$ cat config.mk
export PLATFORM = sky130hd
export DESIGN_NAME = control_fsm_flat
export DESIGN_NICKNAME = d
export VERILOG_FILES = /design/src/rtl/ctrl_pkg.sv /design/src/rtl/control_fsm_if.sv /design/src/rtl/ctrl_wdog.sv /design/src/rtl/control_fsm.sv /design/src/flat_wrapper.sv
export SDC_FILE = /design/constraint.sdc
export NUM_CORES = 1
export LEC_CHECK = 0
export BUFFER_PORTS_ARGS = -buffer_cell sky130_fd_sc_hd__buf_2
export CAP_MARGIN = 10
export CORE_AREA = 2 2 54 56
export DETAILED_ROUTE_END_ITERATION = 7
export DIE_AREA = 0 0 56 58
export PLACE_DENSITY = 0.85
export SETUP_SLACK_MARGIN = 0.3
export SLEW_MARGIN = 5
export SYNTH_ARGS = -nofsm -noshare
export SYNTH_HDL_FRONTEND = slang
export SYNTH_HIERARCHICAL = 1
export SYNTH_SLANG_ARGS = --single-unit
$ cat constraint.sdc
create_clock -name clk -period 5.9 [get_ports clk]
set_input_delay 0.295 -clock clk [delete_from_list [all_inputs] [get_ports clk]]
set_output_delay 0.295 -clock clk [all_outputs]
set_load 0.01 [all_outputs]
$ cat src/rtl/ctrl_pkg.sv
// Shared types and encodings for the instruction-sequencing controller.
// Opcodes live in ir[15:12]; states are exported on the debug port.
package ctrl_pkg;

   typedef enum logic [3:0] {
      ST_INIT   = 4'd0,
      ST_FETCH  = 4'd1,
      ST_DECODE = 4'd2,
      ST_LOAD_A = 4'd3,
      ST_LOAD_B = 4'd4,
      ST_STORE  = 4'd5,
      ST_ADD    = 4'd6,
      ST_SUB    = 4'd7,
      ST_LDI    = 4'd8,
      ST_JMP    = 4'd9,
      ST_JZ     = 4'd10,
      ST_NOOP   = 4'd11,
      ST_HALT   = 4'd12,
      ST_FAULT  = 4'd13
   } state_t;

   localparam logic [3:0] OP_NOOP  = 4'd0;
   localparam logic [3:0] OP_STORE = 4'd1;
   localparam logic [3:0] OP_LOAD  = 4'd2;
   localparam logic [3:0] OP_ADD   = 4'd3;
   localparam logic [3:0] OP_SUB   = 4'd4;
   localparam logic [3:0] OP_HALT  = 4'd5;
   localparam logic [3:0] OP_LDI   = 4'd6;
   localparam logic [3:0] OP_JMP   = 4'd7;
   localparam logic [3:0] OP_JZ    = 4'd8;

   localparam logic [1:0] RFS_ALU = 2'b00;
   localparam logic [1:0] RFS_MEM = 2'b01;
   localparam logic [1:0] RFS_IMM = 2'b10;

   localparam logic [2:0] ALU_PASS = 3'b000;
   localparam logic [2:0] ALU_ADD  = 3'b001;
   localparam logic [2:0] ALU_SUB  = 3'b010;

   // States that hold a request open until memory acknowledges it.
   function automatic logic is_wait_state(input state_t s);
      return (s == ST_FETCH) || (s == ST_LOAD_A) || (s == ST_STORE);
   endfunction

endpackage

$ cat src/rtl/control_fsm_if.sv
// Instruction/data memory handshake bundle between controller and memories.
// master = controller side, slave = memory side.
interface control_fsm_if #(
   parameter int unsigned RF_AW = 4
) ();
   import ctrl_pkg::*;

   localparam int unsigned DMEM_AW = 2 * RF_AW;
   localparam int unsigned DATA_W  = 4 * RF_AW;

   logic [DATA_W-1:0]  ir;
   logic               i_ack;
   logic               d_ack;
   logic               i_req;
   logic               ir_ld;
   logic [DMEM_AW-1:0] d_addr;
   logic               d_req;
   logic               d_wr;

   modport master (
      input  ir, i_ack, d_ack,
      output i_req, ir_ld, d_addr, d_req, d_wr
   );

   modport slave (
      output ir, i_ack, d_ack,
      input  i_req, ir_ld, d_addr, d_req, d_wr
   );

endinterface

$ cat src/rtl/ctrl_wdog.sv
// Memory-wait watchdog: counts consecutive cycles spent waiting for an ack
// and flags expiry in the TIMEOUT-th waiting cycle of a state.
module ctrl_wdog #(
   parameter int unsigned TIMEOUT = 16
) (
   input  logic clk,
   input  logic rst_n,
   input  logic clear,
   input  logic count_en,
   output logic expire
);
   import ctrl_pkg::*;

   localparam int unsigned CW = (TIMEOUT > 2) ? $clog2(TIMEOUT) : 1;
   localparam logic [CW-1:0] LAST = CW'(TIMEOUT - 1);

   logic [CW-1:0] cnt;

   // Waiting-cycle counter; cleared whenever the FSM is not stalled.
   always_ff @(posedge clk or negedge rst_n) begin
      if (!rst_n)
         cnt <= '0;
      else if (clear)
         cnt <= '0;
      else if (count_en)
         cnt <= cnt + CW'(1);
   end

   // Expiry in the TIMEOUT-th cycle only if the ack is still missing then.
   always_comb begin
      expire = count_en && (cnt == LAST);
   end

endmodule

$ cat src/rtl/control_fsm.sv
// Instruction-sequencing controller with handshaked memories, LDI/JMP/JZ,
// resumable HALT and a memory-wait watchdog that traps to FAULT.
// Build option: define CTRL_BRANCH_EN to compile in JMP and JZ.
module control_fsm #(
   parameter int unsigned RF_AW   = 4,
   parameter int unsigned TIMEOUT = 16
) (
   input  logic                 clk,
   input  logic                 Reset,
   control_fsm_if.master        bus,
   input  logic                 alu_zero,
   input  logic                 resume,
   output logic                 pc_clr,
   output logic                 pc_up,
   output logic                 pc_ld,
   output logic [2*RF_AW-1:0]   pc_val,
   output logic [1:0]           rf_s,
   output logic [4*RF_AW-1:0]   rf_imm,
   output logic [RF_AW-1:0]     rf_w_addr,
   output logic [RF_AW-1:0]     rf_ra_addr,
   output logic [RF_AW-1:0]     rf_rb_addr,
   output logic                 rf_w_en,
   output logic [2:0]           alu_sel,
   output logic [3:0]           state,
   output logic                 halted,
   output logic                 fault
);
   import ctrl_pkg::*;

   localparam int unsigned DMEM_AW = 2 * RF_AW;
   localparam int unsigned DATA_W  = 4 * RF_AW;

   state_t st;
   logic   ack_now;
   logic   wd_count;
   logic   wd_clear;
   logic   wd_expire;

   // Ack relevant to the current wait state.
   always_comb begin
      ack_now  = (st == ST_FETCH) ? bus.i_ack : bus.d_ack;
      wd_count = is_wait_state(st) && !ack_now;
      wd_clear = !wd_count;
   end

   ctrl_wdog #(.TIMEOUT(TIMEOUT)) u_wdog (
      .clk      (clk),
      .rst_n    (Reset),
      .clear    (wd_clear),
      .count_en (wd_count),
      .expire   (wd_expire)
   );

   // State register and transition logic; watchdog expiry overrides all.
   always_ff @(posedge clk or negedge Reset) begin
      if (!Reset) begin
         st <= ST_INIT;
      end else if (wd_expire) begin
         st <= ST_FAULT;
      end else begin
         case (st)
            ST_INIT:   st <= ST_FETCH;
            ST_FETCH:  if (bus.i_ack) st <= ST_DECODE;
            ST_DECODE: begin
               case (bus.ir[15:12])
                  OP_STORE: st <= ST_STORE;
                  OP_LOAD:  st <= ST_LOAD_A;
                  OP_ADD:   st <= ST_ADD;
                  OP_SUB:   st <= ST_SUB;
                  OP_HALT:  st <= ST_HALT;
                  OP_LDI:   st <= ST_LDI;
`ifdef CTRL_BRANCH_EN
                  OP_JMP:   st <= ST_JMP;
                  OP_JZ:    st <= ST_JZ;
`endif
                  default:  st <= ST_NOOP;
               endcase
            end
            ST_LOAD_A: if (bus.d_ack) st <= ST_LOAD_B;
            ST_LOAD_B: st <= ST_FETCH;
            ST_STORE:  if (bus.d_ack) st <= ST_FETCH;
            ST_ADD:    st <= ST_FETCH;
            ST_SUB:    st <= ST_FETCH;
            ST_LDI:    st <= ST_FETCH;
`ifdef CTRL_BRANCH_EN
            ST_JMP:    st <= ST_FETCH;
            ST_JZ:     st <= ST_FETCH;
`endif
            ST_NOOP:   st <= ST_FETCH;
            ST_HALT:   if (resume) st <= ST_FETCH;
            ST_FAULT:  st <= ST_FAULT;
            default:   st <= ST_INIT;
         endcase
      end
   end

   // Datapath controls decoded from state, ir and the memory acks.
   always_comb begin
      pc_clr     = 1'b0;
      pc_up      = 1'b0;
      pc_ld      = 1'b0;
      pc_val     = '0;
      bus.i_req  = 1'b0;
      bus.ir_ld  = 1'b0;
      bus.d_addr = '0;
      bus.d_req  = 1'b0;
      bus.d_wr   = 1'b0;
      rf_s       = RFS_ALU;
      rf_imm     = '0;
      rf_w_addr  = '0;
      rf_ra_addr = '0;
      rf_rb_addr = '0;
      rf_w_en    = 1'b0;
      alu_sel    = ALU_PASS;
      halted     = 1'b0;
      fault      = 1'b0;
      case (st)
         ST_INIT: pc_clr = 1'b1;
         ST_FETCH: begin
            bus.i_req = 1'b1;
            bus.ir_ld = bus.i_ack;
            pc_up     = bus.i_ack;
         end
         ST_LOAD_A: begin
            bus.d_req  = 1'b1;
            bus.d_addr = DMEM_AW'(bus.ir[11:4]);
            rf_s       = RFS_MEM;
            rf_w_addr  = RF_AW'(bus.ir[3:0]);
         end
         ST_LOAD_B: begin
            bus.d_addr = DMEM_AW'(bus.ir[11:4]);
            rf_s       = RFS_MEM;
            rf_w_addr  = RF_AW'(bus.ir[3:0]);
            rf_w_en    = 1'b1;
         end
         ST_STORE: begin
            bus.d_req  = 1'b1;
            bus.d_wr   = 1'b1;
            bus.d_addr = DMEM_AW'(bus.ir[7:0]);
            rf_ra_addr = RF_AW'(bus.ir[11:8]);
         end
         ST_ADD, ST_SUB: begin
            rf_ra_addr = RF_AW'(bus.ir[11:8]);
            rf_rb_addr = RF_AW'(bus.ir[7:4]);
            rf_w_addr  = RF_AW'(bus.ir[3:0]);
            rf_w_en    = 1'b1;
            rf_s       = RFS_ALU;
            alu_sel    = (st == ST_ADD) ? ALU_ADD : ALU_SUB;
         end
         ST_LDI: begin
            rf_s      = RFS_IMM;
            rf_imm    = DATA_W'(bus.ir[11:4]);
            rf_w_addr = RF_AW'(bus.ir[3:0]);
            rf_w_en   = 1'b1;
         end
`ifdef CTRL_BRANCH_EN
         ST_JMP: begin
            pc_ld  = 1'b1;
            pc_val = DMEM_AW'(bus.ir[7:0]);
         end
         ST_JZ: begin
            rf_ra_addr = RF_AW'(bus.ir[11:8]);
            alu_sel    = ALU_PASS;
            pc_val     = DMEM_AW'(bus.ir[7:0]);
            pc_ld      = alu_zero;
         end
`endif
         ST_HALT:  halted = 1'b1;
         ST_FAULT: fault  = 1'b1;
         default: ;
      endcase
   end

   assign state = st;

endmodule

$ cat src/flat_wrapper.sv
// flat-port wrapper written by rule: the top's interface ports become plain ports
module control_fsm_flat import ctrl_pkg::*;
#(
   parameter int unsigned RF_AW   = 4,
   parameter int unsigned TIMEOUT = 16
)
  (clk, Reset, alu_zero, resume, pc_clr, pc_up, pc_ld, pc_val, rf_s, rf_imm, rf_w_addr, rf_ra_addr, rf_rb_addr, rf_w_en, alu_sel, state, halted, fault, bus_ir, bus_i_ack, bus_d_ack, bus_i_req, bus_ir_ld, bus_d_addr, bus_d_req, bus_d_wr);
  control_fsm_if #(.RF_AW(RF_AW)) bus_i ();
  input  logic clk;
  input  logic Reset;
  input  logic alu_zero;
  input  logic resume;
  output logic pc_clr;
  output logic pc_up;
  output logic pc_ld;
  output logic [2*RF_AW-1:0] pc_val;
  output logic [1:0] rf_s;
  output logic [4*RF_AW-1:0] rf_imm;
  output logic [RF_AW-1:0] rf_w_addr;
  output logic [RF_AW-1:0] rf_ra_addr;
  output logic [RF_AW-1:0] rf_rb_addr;
  output logic rf_w_en;
  output logic [2:0] alu_sel;
  output logic [3:0] state;
  output logic halted;
  output logic fault;
  input wire logic [$bits(bus_i.ir)-1:0] bus_ir;
  input wire logic [$bits(bus_i.i_ack)-1:0] bus_i_ack;
  input wire logic [$bits(bus_i.d_ack)-1:0] bus_d_ack;
  output wire logic [$bits(bus_i.i_req)-1:0] bus_i_req;
  output wire logic [$bits(bus_i.ir_ld)-1:0] bus_ir_ld;
  output wire logic [$bits(bus_i.d_addr)-1:0] bus_d_addr;
  output wire logic [$bits(bus_i.d_req)-1:0] bus_d_req;
  output wire logic [$bits(bus_i.d_wr)-1:0] bus_d_wr;
  assign bus_i.ir = bus_ir;
  assign bus_i.i_ack = bus_i_ack;
  assign bus_i.d_ack = bus_d_ack;
  assign bus_i_req = bus_i.i_req;
  assign bus_ir_ld = bus_i.ir_ld;
  assign bus_d_addr = bus_i.d_addr;
  assign bus_d_req = bus_i.d_req;
  assign bus_d_wr = bus_i.d_wr;
  control_fsm #(.RF_AW(RF_AW), .TIMEOUT(TIMEOUT)) u_core (.clk(clk), .Reset(Reset), .bus(bus_i), .alu_zero(alu_zero), .resume(resume), .pc_clr(pc_clr), .pc_up(pc_up), .pc_ld(pc_ld), .pc_val(pc_val), .rf_s(rf_s), .rf_imm(rf_imm), .rf_w_addr(rf_w_addr), .rf_ra_addr(rf_ra_addr), .rf_rb_addr(rf_rb_addr), .rf_w_en(rf_w_en), .alu_sel(alu_sel), .state(state), .halted(halted), .fault(fault));
endmodule
==> key figures, run 1 <==
Place
  • Post-place setup slack: about 3.6 ns
  • HPWL after DPL: between 2000 and 2500 µm
  • Routability cong.: ~0.78
  • IO buf count: 65

Yosys
  • Post-Synthesis Cells: around 150
  • FF+latch count, synth: 8
  • Post-synth EDFFs: 0
  • Synth warn: 6
  • Most frequent cell after synthesis: buf_4
  • Syn_area_per_cell: roughly 7.9 µm²
  • Synth unique cells: 46
  • Post-synth top area share: roughly 18%
  • Top_reg_cell synth: dfrtp_1
  • Async SR Flop Fraction: 100%
  • Top cells by count, synth: buf_4 (19), and2_1 (17), nor2_1 (12), a22o_1 (8), dfrtp_1 (8)
  • Cell taking the most area after synthesis: dfrtp_1
  • Dominant cells by area after synthesis: dfrtp_1 (18%), buf_4 (12%), and2_1 (9.3%)
  • Mapped cell area: 1140 µm²
  • Sequential share of the synthesized area: between 10% and 20%

STA
  • Period utilization: about 40%
  • Worst Skew: between 0.0007 and 0.0008 ns
  • RSZ-0062 raised after global routing: false
  • Setup_tns: 0 ns
  • Slew HR: a little under three fifths
  • Tmin final: roughly 2.4 ns
  • Fmax: 422 MHz
  • Final Setup Violations: 0
  • Slew at the pin with the worst max-slew slack: ~0.65 ns
  • Final Hold Vio Count: 0
  • Final Slew Violations: 0
  • Setup slack after layout: 3.53 ns

Detailed routing
  • Final ANT Viol Nets: 0
  • Drt initial violations: between 50 and 60
  • Residual DRC: 0
  • DRT Pass-1 Iters: 4
  • Vias: about 1200
  • Vias/cell: roughly 5
  • Routed length per instance: approximately 13 µm
  • Final WL: 2960 µm

Floorplanning
  • CORE AREA: ~2700 µm²
  • Io pins: between 80 and 90
  • Die area: between 3000 and 4000 µm²
  • Die Width: roughly 56 µm
  • Core Rows: 19
  • Die Span Y: 58 µm
  • Initial Util: between 40 and 50%

Pwr
  • Power per cell area: 387 nW/µm²
  • Leak pwr: 0.811 nW
  • Peak VDD IR: approximately 0.19 mV
  • Total chip power: approximately 0.55 mW

Global route
  • Vias in the first global route: approximately 1000
  • First-pass GRT wire length: 4600 µm
  • GRT Util Overall: 17.3%
  • Largest net degree at the start of global routing: 25
  • Initial antenna violation count: 0
  • Total grt overflow: 0

Finish
  • Ant diodes: 0
  • Layout cells sized above 1: 37.3%
  • Nets: 229
  • Area growth, synth to finish: 23.4%

Worst setup path
  • Critical Path RT: 5.61 ns
  • Cells on worst reg2reg path: 5
  • CP Launch Type: flop
  • Worst path slowest cell: dfrtp_1
  • Critical Path End: bus_d_addr[4]
  • Crit path from: u_core/state[0]
  • Worst path cell trace: nand2b_1 -> nor2_1 -> a22o_1 -> buf_2
  • Crit path DAT: 2.07 ns
  • RR Endpoint: u_core/state[1]
  • Worst reg2reg path startpoint: u_core/state[0]
  • Critical Path Fanout Max: 23
  • Slowest Stage Delay on Critical Path: roughly 0.76 ns
  • R2R setup slack: about 3.5 ns
  • Critical Path End Type: primary output
  • Critical setup path kind: flop to primary output

Clock network
  • CTS Sinks: 8
  • Post-CTS Setup Repair Bufs: 0
  • Post-cts resize count: 0
  • Clock transition at the registers of the reported paths: 0.05 ns
  • Root Buffer: clkbuf_4
  • CTS tree: done
  • Clock Latency Late Sink: roughly 0.25 ns
  • CTS H-tree lvls: 1
  • TritonCTS Buffers: 3
  • Max Root-Sink Buffers: 2

Job
  • Total of max-cap violations: 0

Status
  • Status: complete, no violations

Min path
  • Hold Crit Class: input port to asynchronous set/reset pin
==> critical path: cells and delay by family (launching register included) <==
family,cells,cell delay (ns)
buffers and inverters,1,0.13
AND/OR/NAND/NOR,2,0.70
AO/OA/AOI/OAI,1,0.24
flip-flops,1,0.76
==> where the power goes <==
| part | total (mW) | switching, mW | internal (mW) |
|---|---|---|---|
| Clock | 0.0416 | 0.0184 | 0.0233 |
| Sequential | 0.130 | 0.0613 | 0.0688 |
| Combinational | 0.374 | 0.205 | 0.168 |
==> layout make-up <==
type / count / area (µm²)
Tap cell: 31 / 38.8
Timing Repair Buffer: 67 / 343
Fill cell: 277 / 1250
Sequential cell: 8 / 200
Multi-Input combinational cell: 121 / 787
Clock buffer: 3 / 22.5
Inverter: 5 / 18.8
==> metal layers <==
metal	track usage, %	up-vias	routed length, µm	share of wire, %
met5	0	-	0	0
met4	5.44	0	24	0.81
met3	3.13	4	121	4.1
met2	30.8	34	1560	53
met1	21.4	553	1250	42
li1	-	589	-	-
==> worst min path at each step <==
stage | cells after the start | end
6_report | 2 | u_core/u_wdog/cnt[2]
5_1_grt | 2 | u_core/state[3]
2_1_floorplan | 0 | u_core/state[0]
3_3_place_gp | 1 | u_core/u_wdog/cnt[1]
4_1_cts | 2 | u_core/u_wdog/cnt[1]
3_5_place_dp | 1 | u_core/u_wdog/cnt[1]
==> what timing repair did <==
item	CTS	global route
endpoints found under the hold margin	8	0
hold buffers	1	0
endpoints found under the setup margin	0	0
==> kinds of logic after synthesis <==
family	synth area share, %
xor gates and xnor gates	3.07
DFF	17.5
AOI/OAI and AO/OA	20.4
muxes	3.07
adders and majority gates	1.10
buffers and inverters	19.2
other	0.328
and+or+nand+nor	35.4
==> sequential cells by signal, indices dropped and copies added, names as in the netlist <==
register           cells
u_core/state           4
u_core/u_wdog/cnt      4
==> per-stage QoR <==
stage	cell area (µm²)	hold WS, ns	util [%]	std cells
after floorplan	1210	-0.000591	-	162
after global placement	1380	0.139	51.7	231
after detailed placement	1380	0.146	51.7	231
after CTS	1410	0.416	53.0	235
after global routing	1410	0.418	53.0	235
final	1410	0.406	53.0	235
==> placed cells by master, fill, tap and decap left out, drive strengths merged, types with 2 or more instances in the layout <==
| cell | netlist | layout |
|---|---|---|
| nor2 | 12 | 12 |
| a22o | 8 | 8 |
| inv | 5 | 5 |
| a21oi | 3 | 3 |
| nand3b | 3 | 3 |
| nand2 | 5 | 5 |
| and3 | 5 | 5 |
| and2 | 17 | 17 |
| mux2i | 2 | 2 |
| nor3 | 4 | 4 |
| nand2b | 4 | 4 |
| o21ai | 4 | 4 |
| or3 | 3 | 3 |
| dfrtp | 8 | 8 |
| xnor2 | 4 | 4 |
| nor3b | 2 | 2 |
| a211oi | 2 | 2 |
| nor2b | 4 | 4 |
| buf | 28 | 66 |
| nor4 | 2 | 2 |
| clkbuf | 0 | 3 |
| conb | 1 | 18 |
Power figures use the tool's default switching activity.
==> run 2, diff against run 1 <==
- ABC_AREA: not set -> 1
- CORE_AREA: 2 2 54 56 -> 2 2 59 61
- DIE_AREA: 0 0 56 58 -> 0 0 61 63
- PLACE_DENSITY: 0.85 -> 0.74
- clock period: 5.9 -> 2.05 ns (I/O delays scaled with it)
==> run 2 against run 1 <==
  * Critical path depth increased by 9
  * Clock-buffer cell count rose by 1
  * Final area increased by 13%
  * Critical path type is now flop to flop
==> key figures, run 2 <==
Status
  • Status: complete, no violations (unchanged)

Detailed routing
  • Final ANT Viol Nets: 0 (unchanged)
  • Residual DRC: 0 (unchanged)
  • DRT Pass-1 Iters: 4 (unchanged)
  • Vias: 1334 (was 1180)
  • Vias/cell: 4.33 (was 5.02)
  • Final WL: 2950 µm (was 2960 µm)
  • Drt initial violations: 62 (was 53)
  • Routed length per instance: 9.57 µm (was 12.6 µm)

Worst setup path
  • Critical setup path kind: flop to flop (was flop to primary output)
  • Worst path slowest cell: dfrtp_2 (was dfrtp_1)
  • Crit path DAT: 1.92 ns (was 2.07 ns)
  • Critical Path End Type: flop (was primary output)
  • CP Launch Type: flop (unchanged)
  • Critical Path RT: 2.23 ns (was 5.61 ns)
  • Worst path most repeated cell: nand2_4
  • Critical Path Fanout Max: 7 (was 23)
  • Slowest Stage Delay on Critical Path: 0.45 ns (was 0.76 ns)
  • Worst path cell trace: inv_2 -> nand2_4 -> nor2_4 -> inv_2 -> nand2_4 -> nand2_4 -> nand2_4 -> nand2_2 -> nor2_4 -> inv_4 -> nand4_1 -> nor2_2 -> a21oi_2 (was nand2b_1 -> nor2_1 -> a22o_1 -> buf_2)
  • WP buf/inv: 3 (was 1)
  • Top cell family by delay on the critical path: simple AND/OR/NAND/NOR gates (was flip-flops)

Finish
  • Most frequent cells in the layout: buf_2 (65), inv_1 (32), nor2_1 (30), nand2_1 (27), conb_1 (18) (was buf_2 (65), conb_1 (18), and2_1 (17), nor2_1 (12))
  • Layout cells sized above 1: 44.3% (was 37.3%)
  • Area of the multi-input gates: 727 µm² (was 787 µm²)
  • Ant diodes: 0 (unchanged)
  • Sequential Area: 205 µm² (was 200 µm²)
  • Area growth, synth to finish: 43.7% (was 23.4%)
  • Nets: 286 (was 229)
  • Most common cell after layout, fill and taps aside: buf_2 (unchanged)
  • Fill count: 347 (was 277)

STA
  • Final Slew Violations: 0 (unchanged)
  • Setup_tns: 0 ns (unchanged)
  • Final Hold Vio Count: 0 (unchanged)
  • Fin Hold WS: 0.134 ns (was 0.406 ns)
  • Final Setup Violations: 0 (unchanged)
  • Period utilization: between 80% and 90%
  • Fmax: approximately 580 MHz
  • Tmin final: roughly 1.7 ns
  • RSZ-0062 raised after global routing: true (was false)
  • Worst Skew: 0.00217 ns (was 0.000800 ns)

Yosys
  • Cell taking the most area after synthesis: dfrtp_1 (unchanged)
  • Top_reg_cell synth: dfrtp_1 (unchanged)
  • FF+latch count, synth: 8 (unchanged)
  • Syn_area_per_cell: 6.04 µm² (was 7.88 µm²)
  • Dominant cells by area after synthesis: dfrtp_1 (18%), buf_4 (13%), inv_1 (11%) (was dfrtp_1 (18%), buf_4 (12%), and2_1 (9.3%))
  • Post-Synthesis Cells: 183 (was 145)
  • Synth warn: 6 (unchanged)
  • Top cells by count, synth: inv_1 (33), nor2_1 (31), nand2_1 (29), buf_4 (19), nand3_1 (11) (was buf_4 (19), and2_1 (17), nor2_1 (12), a22o_1 (8), dfrtp_1 (8))
  • Most frequent cell after synthesis: inv_1 (was buf_4)
  • Mapped cell area: 1100 µm² (was 1140 µm²)
  • Synth unique cells: 25 (was 46)
  • Async SR Flop Fraction: 100% (unchanged)
  • Post-synth top area share: 18.1% (was 17.5%)
  • Post-synth EDFFs: 0 (unchanged)
  • Sequential share of the synthesized area: 18.1% (was 17.5%)

Pwr
  • Switch Pwr: 0.914 mW (was 0.285 mW)
  • Power share of the sequential group: 16.7% (was 23.9%)
  • Leak pwr: 1.03 nW (was 0.811 nW)
  • Peak VDD IR: 0.361 mV (was 0.194 mV)
  • Comb pwr share: 75.8% (was 68.5%)
  • Clk pwr share: 7.4% (was 7.6%)
  • Power per cell area: 1090 nW/µm² (was 387 nW/µm²)
  • Sw Ratio: 52.7% (was 52.3%)
  • Internal power: 0.819 mW (was 0.260 mW)

Clock network
  • CTS Sinks: 8 (unchanged)
  • Root Buffer: clkbuf_4 (unchanged)
  • TritonCTS Buffers: 3 (unchanged)
  • Clock Latency Late Sink: 0.25 ns (about the same)
  • Clock transition at the registers of the reported paths: 0.06 ns (was 0.05 ns)
  • Max Root-Sink Buffers: 2 (unchanged)
  • CTS tree: done (unchanged)
  • CTS H-tree lvls: 1 (unchanged)

Min path
  • Hold Crit Class: input port to flop (was input port to asynchronous set/reset pin)

Floorplanning
  • Die Span Y: 63 µm (was 58 µm)
  • Die area: 3840 µm² (was 3250 µm²)
  • CORE AREA: 3230 µm² (was 2660 µm²)
  • Initial Util: 34.2% (was 42.9%)
  • Core Rows: 21 (was 19)
  • Io pins: 85 (unchanged)
  • Die Width: 61 µm (was 56 µm)

Global route
  • Vias in the first global route: 1067 (was 1007)
  • First-pass GRT wire length: 4340 µm (was 4600 µm)
  • Largest net degree at the start of global routing: 11 (was 25)
  • Initial antenna violation count: 0 (unchanged)
  • GRT Util Overall: 14.1% (was 17.3%)
  • Total grt overflow: 0 (unchanged)

Place
  • HPWL after DPL: 2300 µm (about the same)
  • IO buf count: 65 (unchanged)
  • Routability cong.: 0.797 (was 0.776)

Job
  • Total of max-cap violations: 0 (unchanged)
-- run 2: changes by cell type in the layout (fill, tap and decap cells not counted), sizes merged, moves of 5 or more --
cell,change
nor2,+25
buf,+10
and2,-17
nand2,+35
and3,-5
inv,+34
a22o,-8
nand3,+12
-- run 2: layout make-up --
cell class	count	area share, %
tap	46	3.62
inverter	39	9.69
multi-input combinational	134	45.8
timing repair buffer	77	26.3
sequential	8	12.9
clock buffer	4	1.65
-- run 2: worst reg2reg max path: stages (launching register included) --
cell     delay [ns]
dfrtp_2        0.45
inv_2          0.12
nand2_4        0.08
nor2_4         0.16
inv_2          0.07
nand2_4        0.07
nand2_4        0.06
nand2_4        0.09
nand2_2        0.08
nor2_4         0.14
inv_4          0.07
nand4_1        0.10
nor2_2         0.05
a21oi_2        0.10
-- run 2: metrics by stage --
step                area [µm²]  utilization (%)  setup slack, ns  power, mW  std cells
global route              1590             49.1            0.215       1.88        308
detailed placement        1420             43.8            0.223       1.40        292
CTS                       1480             45.8            0.284       1.57        298
finish                    1590             49.1            0.314       1.73        308
global placement          1420             43.8            0.247       1.39        292
floorplan                 1170                -            0.306       1.08        200
-- run 2: metal layers --
metal,vias to the layer above,track usage (%),wire length (µm)
met4,0,4.08,17
met5,-,0,0
li1,686,-,-
met2,49,24.9,1540
met1,595,17.5,1250
met3,4,1.24,149
-- run 2: timing repair --
action | CTS | global route
gates resized for setup | 5 | 11
pin swaps | 1 | 7
hold buffers | 1 | 0
hold endpoints to repair | 8 | 0
setup endpoints to repair | 8 | 18
buffers inserted | 1 | 10
-- run 2: power by group through the flow --
stage / Combinational [mW] / Sequential [mW] / Clock (mW)
final: 1.31 / 0.290 / 0.129
after CTS: 1.15 / 0.289 / 0.133
after floorplan: 0.793 / 0.289 / 0
after global placement: 1.10 / 0.286 / 0
after global routing: 1.44 / 0.297 / 0.147
after detailed placement: 1.11 / 0.288 / 0
-- run 2: path summary, 6_finish.rpt --
kind / start / end / slack (ns) / cells after the start
setup reg to reg: u_core/state[3] / u_core/state[0] / 0.31 / 13
hold reg to reg: u_core/u_wdog/cnt[1] / u_core/u_wdog/cnt[1] / 0.51 / 2
min in group asynchronous: Reset / u_core/state[1] / 0.22 / 2
max in group asynchronous: Reset / u_core/state[0] / 1.65 / 2
hold / removal: resume / u_core/state[0] / 0.13 / 3
setup / recovery: u_core/state[3] / u_core/state[0] / 0.31 / 13
-- run 2: cells by family after synthesis --
kind of cell | after synthesis | share of synthesized area (%)
AND/OR/NAND/NOR | 97 | 43.7
buffers and inverters | 58 | 26.4
AO/OA/AOI/OAI | 17 | 9.51
flip-flops | 8 | 18.1
XOR/XNOR | 1 | 0.793
adder cells (fa/ha/maj) | 1 | 1.13
other | 1 | 0.339
